==> config.mk <==
export PLATFORM = sky130hd
export DESIGN_NAME = seq_divider_12x6
export DESIGN_NICKNAME = d
export VERILOG_FILES = /design/src/rtl/div_pkg.sv /design/src/rtl/div_step.sv /design/src/rtl/seq_divider_12x6.sv
export SDC_FILE = /design/constraint.sdc
export NUM_CORES = 1
export LEC_CHECK = 0
export ABC_CLOCK_PERIOD_IN_PS = 2900
export BUFFER_PORTS_ARGS = -buffer_cell sky130_fd_sc_hd__buf_2
export CAP_MARGIN = 20
export CORE_ASPECT_RATIO = 2
export CORE_UTILIZATION = 25
export CTS_CLUSTER_SIZE = 8
export DETAILED_ROUTE_END_ITERATION = 7
export GPL_TIMING_DRIVEN = 0
export PLACE_DENSITY = 0.5
export SYNTH_ARGS = -nofsm -noshare
export SYNTH_HDL_FRONTEND = slang
export SYNTH_SLANG_ARGS = --single-unit
==> constraint.sdc <==
create_clock -name clk -period 2.9 [get_ports clk]
set_clock_uncertainty 0.15 [all_clocks]
set_input_delay 0.145 -clock clk [delete_from_list [all_inputs] [get_ports clk]]
set_output_delay 0.145 -clock clk [all_outputs]
set_load 0.03 [all_outputs]
==> src/rtl/div_pkg.sv <==
// Shared definitions for the sequential restoring divider.
// Provides the FSM state type and the default operand widths.
// No ports; imported by seq_divider_12x6.
package div_pkg;

  localparam int DIVIDEND_W_DEF = 12;
  localparam int DIVISOR_W_DEF  = 6;

  typedef enum logic [1:0] {
    IDLE = 2'd0,
    RUN  = 2'd1,
    DONE = 2'd2
  } state_t;

endpackage

==> src/rtl/div_step.sv <==
// One restoring division step: shift in a dividend bit, trial subtract, select.
// Latency: purely combinational. Backpressure: none.
// Ports: rem_in (partial remainder), bit_in (next dividend bit), divisor,
//        rem_out (next partial remainder), q_bit (quotient bit produced).
module div_step #(
  parameter int DIVISOR_W = 6
) (
  input  logic [DIVISOR_W:0]   rem_in,
  input  logic                 bit_in,
  input  logic [DIVISOR_W-1:0] divisor,
  output logic [DIVISOR_W:0]   rem_out,
  output logic                 q_bit
);

  logic [DIVISOR_W:0] shifted;
  logic [DIVISOR_W:0] trial;
  logic               ge;

  assign shifted = {rem_in[DIVISOR_W-1:0], bit_in};
  assign trial   = shifted - {1'b0, divisor};
  // A set MSB in rem_in means the true shifted value exceeds 2^(W+1), so it
  // is certainly >= divisor; the modular subtraction above is still exact.
  assign ge      = rem_in[DIVISOR_W] | (shifted >= {1'b0, divisor});

  assign rem_out = ge ? trial : shifted;
  assign q_bit   = ge;

endmodule

==> src/rtl/seq_divider_12x6.sv <==
// Sequential unsigned restoring divider, one quotient bit per clock.
// Latency: done pulses DIVIDEND_W cycles after the accepting edge (1 for a
// zero divisor when DIV_ZERO_CHECK_EN is defined). Backpressure: start is
// only accepted in IDLE or DONE; it is ignored while busy.
// Ports: clk, rst (sync, active-high), start, dividend, divisor in;
//        busy, done (1-cycle pulse), quotient, remainder, div_by_zero out.
// Build option: DIV_ZERO_CHECK_EN short-circuits division by zero.
module seq_divider_12x6
  import div_pkg::*;
#(
  parameter int DIVIDEND_W = DIVIDEND_W_DEF,
  parameter int DIVISOR_W  = DIVISOR_W_DEF
) (
  input  logic                  clk,
  input  logic                  rst,
  input  logic                  start,
  input  logic [DIVIDEND_W-1:0] dividend,
  input  logic [DIVISOR_W-1:0]  divisor,
  output logic                  busy,
  output logic                  done,
  output logic [DIVIDEND_W-1:0] quotient,
  output logic [DIVISOR_W-1:0]  remainder,
  output logic                  div_by_zero
);

  localparam int CNT_W = $clog2(DIVIDEND_W);
  localparam logic [CNT_W-1:0] LAST_STEP = CNT_W'(DIVIDEND_W - 1);

  state_t                  state;
  logic [CNT_W-1:0]        count;
  // Dividend bits shift out of the MSB while quotient bits shift into the LSB.
  logic [DIVIDEND_W-1:0]   dq;
  logic [DIVISOR_W-1:0]    dsr;
  logic [DIVISOR_W:0]      prem;
  logic [DIVISOR_W:0]      rem_next;
  logic                    q_bit;

  div_step #(
    .DIVISOR_W (DIVISOR_W)
  ) u_step (
    .rem_in  (prem),
    .bit_in  (dq[DIVIDEND_W-1]),
    .divisor (dsr),
    .rem_out (rem_next),
    .q_bit   (q_bit)
  );

`ifdef DIV_ZERO_CHECK_EN
  logic dbz;
  // Set for the single cycle between accepting a zero divisor and DONE.
  logic zero_pend;
`endif

  always_ff @(posedge clk) begin
    if (rst) begin
      state     <= IDLE;
      count     <= '0;
      dq        <= '0;
      dsr       <= '0;
      prem      <= '0;
      quotient  <= '0;
      remainder <= '0;
`ifdef DIV_ZERO_CHECK_EN
      dbz       <= 1'b0;
      zero_pend <= 1'b0;
`endif
    end else begin
      case (state)
        IDLE, DONE: begin
`ifdef DIV_ZERO_CHECK_EN
          if (zero_pend) begin
            state     <= DONE;
            zero_pend <= 1'b0;
            quotient  <= '1;
            remainder <= '0;
            dbz       <= 1'b1;
          end else
`endif
          if (start) begin
            dq    <= dividend;
            dsr   <= divisor;
            prem  <= '0;
            count <= '0;
`ifdef DIV_ZERO_CHECK_EN
            if (divisor == '0) begin
              state     <= IDLE;
              zero_pend <= 1'b1;
            end else begin
              state <= RUN;
            end
`else
            state <= RUN;
`endif
          end else begin
            state <= IDLE;
          end
        end

        RUN: begin
          dq    <= {dq[DIVIDEND_W-2:0], q_bit};
          prem  <= rem_next;
          count <= count + 1'b1;
          if (count == LAST_STEP) begin
            // Final step result goes straight to the output registers.
            state     <= DONE;
            quotient  <= {dq[DIVIDEND_W-2:0], q_bit};
            remainder <= rem_next[DIVISOR_W-1:0];
`ifdef DIV_ZERO_CHECK_EN
            dbz       <= 1'b0;
`endif
          end
        end

        default: state <= IDLE;
      endcase
    end
  end

  assign busy = (state == RUN);
  assign done = (state == DONE);

`ifdef DIV_ZERO_CHECK_EN
  assign div_by_zero = dbz;
`else
  assign div_by_zero = 1'b0;
`endif

endmodule

==> impl_metrics.prom <==
# TYPE chip_impl_metric gauge
chip_impl_metric{name="synth_area",unit="um2"} 2230
chip_impl_info{name="layout_commonest_cell",value="nand2_1"} 1
chip_impl_info{name="tritoncts",value="built"} 1
chip_impl_info{name="clock-root-buffer",value="clkbuf_16"} 1
chip_impl_metric{name="clkTransAtPathRegs",unit="ps"} 70
chip_impl_metric{name="first_global_vias",unit=""} 2104
chip_impl_metric{name="number_of_hold_violations_in_the_final_report",unit=""} 1
chip_impl_metric{name="postSynthCellCount",unit=""} 270
chip_impl_metric{name="die_area",unit="um2"} 9330
chip_impl_metric{name="cts_repair_resized_insts",unit=""} 0
chip_impl_metric{name="first_pass_grt_wire_length",unit="um"} 10200
chip_impl_info{name="kind_of_capture_point_of_the_worst_setup_path",value="register"} 1
chip_impl_info{name="failing_checks",value="negative hold slack"} 1
chip_impl_info{name="startpoint_type",value="register"} 1
chip_impl_metric{name="dp_hpwl",unit="um"} 4820
chip_impl_metric{name="final.hold.worst_slack",unit="ps"} -2.39
chip_impl_metric{name="setup_ws",unit="ps"} 558
chip_impl_metric{name="setup_violations",unit=""} 0
chip_impl_metric{name="detail_route.first_pass.iterations",unit=""} 4
chip_impl_metric{name="multi_input_gate_area_in_the_final_layout",unit="um2"} 1140
chip_impl_metric{name="critPathArrivalTime",unit="ps"} 2370
chip_impl_metric{name="power.density_cell_area",unit="nW/um2"} 704
chip_impl_metric{name="seqCellArea",unit="um2"} 981
chip_impl_metric{name="cts_htree_levels",unit=""} 2
chip_impl_metric{name="chipWidth",unit="um"} 68.8
chip_impl_metric{name="tightest_slew",unit="ps"} 997
chip_impl_metric{name="critical_path_required",unit="ps"} 2930
chip_impl_metric{name="cts.sinks",unit=""} 49
chip_impl_metric{name="totalWireLength",unit="um"} 6440
chip_impl_info{name="outcome",value="finished with violations"} 1
chip_impl_metric{name="yosysUniqueCellTypes",unit=""} 40
chip_impl_metric{name="antenna_found_initial",unit=""} 0
chip_impl_metric{name="rows",unit=""} 48
chip_impl_metric{name="port_buffers",unit=""} 40
chip_impl_info{name="most-common-layout-cells",value="nand2_1 (50), dfxtp_1 (49), buf_2 (44)"} 1
chip_impl_metric{name="synthToLayoutAreaGrowth",unit="%"} 27.1
chip_impl_metric{name="synth.net_count",unit=""} 299
chip_impl_metric{name="ant_nets",unit=""} 0
chip_impl_metric{name="dp_worst_setup_slack",unit="ps"} 587
chip_impl_metric{name="cap_violations",unit=""} 0
chip_impl_metric{name="synth_seq_cells",unit=""} 49
chip_impl_metric{name="core",unit="um2"} 8650
chip_impl_metric{name="power.static_leakage",unit="nW"} 1.12
chip_impl_metric{name="chip_height",unit="um"} 136
chip_impl_metric{name="cts_buffer_depth",unit=""} 2
chip_impl_metric{name="fillCellCount",unit=""} 952
chip_impl_metric{name="maximum_number_of_pins_on_one_net_before_global_route_repair",unit=""} 15
chip_impl_metric{name="grt_overflow",unit=""} 0
chip_impl_metric{name="syn_avg_cell_area",unit="um2"} 8.27
chip_impl_metric{name="diodes",unit=""} 0
chip_impl_metric{name="route.detailed.drc",unit=""} 0
chip_impl_metric{name="synth-seq-area-share",unit="%"} 43.9
chip_impl_metric{name="wire_length_per_cell",unit="um"} 14.9
chip_impl_metric{name="vdd.ir_drop.worst",unit="V"} 0.000403
chip_impl_metric{name="drtIter0Drc",unit=""} 71
chip_impl_metric{name="nets",unit=""} 360
chip_impl_metric{name="slew_viol_final",unit=""} 0
chip_impl_metric{name="worst_skew_pair.late_latency",unit="ps"} 290
chip_impl_info{name="timing_worst_setup_path_type",value="reg2reg"} 1
chip_impl_metric{name="cts_made_buffers",unit=""} 5
chip_impl_metric{name="timing.critical_path.fanout_max",unit=""} 3
chip_impl_metric{name="totalNegativeSetupSlack",unit="ps"} 0
chip_impl_metric{name="boundaryPins",unit=""} 42
chip_impl_metric{name="detailroute.via_count",unit=""} 2101
chip_impl_info{name="hold_class",value="in2reg"} 1
chip_impl_metric{name="slew_headroom",unit="%"} 33.0
chip_impl_metric{name="fmax",unit="MHz"} 427
chip_impl_metric{name="yosysWarnings",unit=""} 0
chip_impl_info{name="grt_setup_unrepaired",value="false"} 1
chip_impl_metric{name="floorplan.initialDensity",unit="%"} 25.8
chip_impl_metric{name="gp_congestion",unit=""} 0.805
chip_impl_metric{name="grt_util_all_layers",unit="%"} 15.1
chip_impl_metric{name="fin_crit_sh",unit="%"} 80.7
chip_impl_metric{name="post_route_cells_drive_above_1_share",unit="%"} 17.8
chip_impl_metric{name="avgViaCountPerCell",unit=""} 4.86
chip_impl_metric{name="timing.final.crit_period",unit="ps"} 2340
cell usage after synthesis (all sizes together):
master / instances / share of area, %
nor2: 19 / 3.2
a22oi: 13 / 4.4
conb: 1 / 0.17
buf: 6 / 1.7
and3: 1 / 0.34
fa: 1 / 0.90
nand3: 4 / 0.90
nand4: 1 / 0.28
xor2: 3 / 1.2
o21ai: 10 / 2.2
a21boi: 1 / 0.50
ha: 7 / 3.9
nand2: 50 / 8.4
o311a: 3 / 1.3
a21oi: 35 / 8.0
nor2b: 2 / 0.56
clkinv: 1 / 0.17
a21bo: 1 / 0.45
nand3b: 4 / 1.3
clkbuf: 12 / 2.0
o21a: 1 / 0.34
o21bai: 1 / 0.84
a32o: 5 / 2.2
dfxtp: 49 / 44
nor3: 6 / 1.3
nand2b: 3 / 0.84
o211ai: 7 / 2.4
a31oi: 1 / 0.28
and2b: 1 / 0.34
or2: 3 / 0.84
inv: 7 / 1.2
xnor2: 2 / 0.78
or3: 7 / 2.0
a21o: 2 / 0.67
cell type report:
class	count	area share [%]
inverter	8	1.06
multi-input combinational	195	40.1
sequential	49	34.6
buffer	18	2.96
clock buffer	6	4.54
tap	100	4.41
clock inverter	2	0.353
timing repair buffer	54	12.0
where the power goes:
part	total [mW]	switching [mW]	internal (mW)
sequential	0.759	0.0406	0.718
combinational	0.674	0.400	0.274
clock	0.564	0.247	0.317
per-layer routing:
layer,track usage [%],part of all wire (%),vias up
li1,-,-,1058
met5,0,0,-
met2,29.1,58,56
met3,2.69,3.7,13
met1,14.0,35,974
met4,7.71,2.9,0
stage by stage:
step	utilization, %	instances	power, mW	instance area (um2)
after global routing	32.8	432	2.13	2840
after CTS	32.8	432	2.02	2840
final	32.8	432	2.00	2840
after floorplan	-	270	1.25	2230
after global placement	29.6	410	1.42	2560
after detailed placement	29.6	410	1.43	2560
worst max-delay path, stage by stage, from the launching register on:
cell      delay [ps]
dfxtp_1          370
inv_1             90
ha_1             210
fa_1             420
nand2b_1         180
a21oi_1          210
xnor2_1          200
o21ai_0          130
a32o_1           280
kinds of logic after synthesis:
group,count (synthesis),synth area share [%]
AOI/OAI and AO/OA,80,23.7
other,1,0.168
and+or+nand+nor,101,20.3
buffers and inverters,26,5.10
DFF,49,43.9
adders and majority gates,8,4.82
xor gates and xnor gates,5,1.96
state kept, by name (all words and copies together) (netlist names):
signal / flops
dsr: 6
quotient: 12
remainder: 6
prem: 7
count: 4
state: 2
dq: 12
final timing paths:
path,from,end,slack [ps],depth (start not counted)
setup / recovery,dq[11]$_SDFFE_PP0P_,prem[4]$_SDFFE_PP0P_,560,8
hold / removal,dividend[5],dq[5]$_SDFFE_PP0P_,-2,3
setup reg to reg,dq[11]$_SDFFE_PP0P_,prem[4]$_SDFFE_PP0P_,560,8
hold reg to reg,quotient[11]$_SDFFE_PP0P_,quotient[11]$_SDFFE_PP0P_,300,2
what timing repair did:
action,CTS,global route
setup endpoints to repair,0,0
buffers inserted,0,0
hold buffers,14,0
hold endpoints to repair,14,0
(Power assumes the default switching activity.)
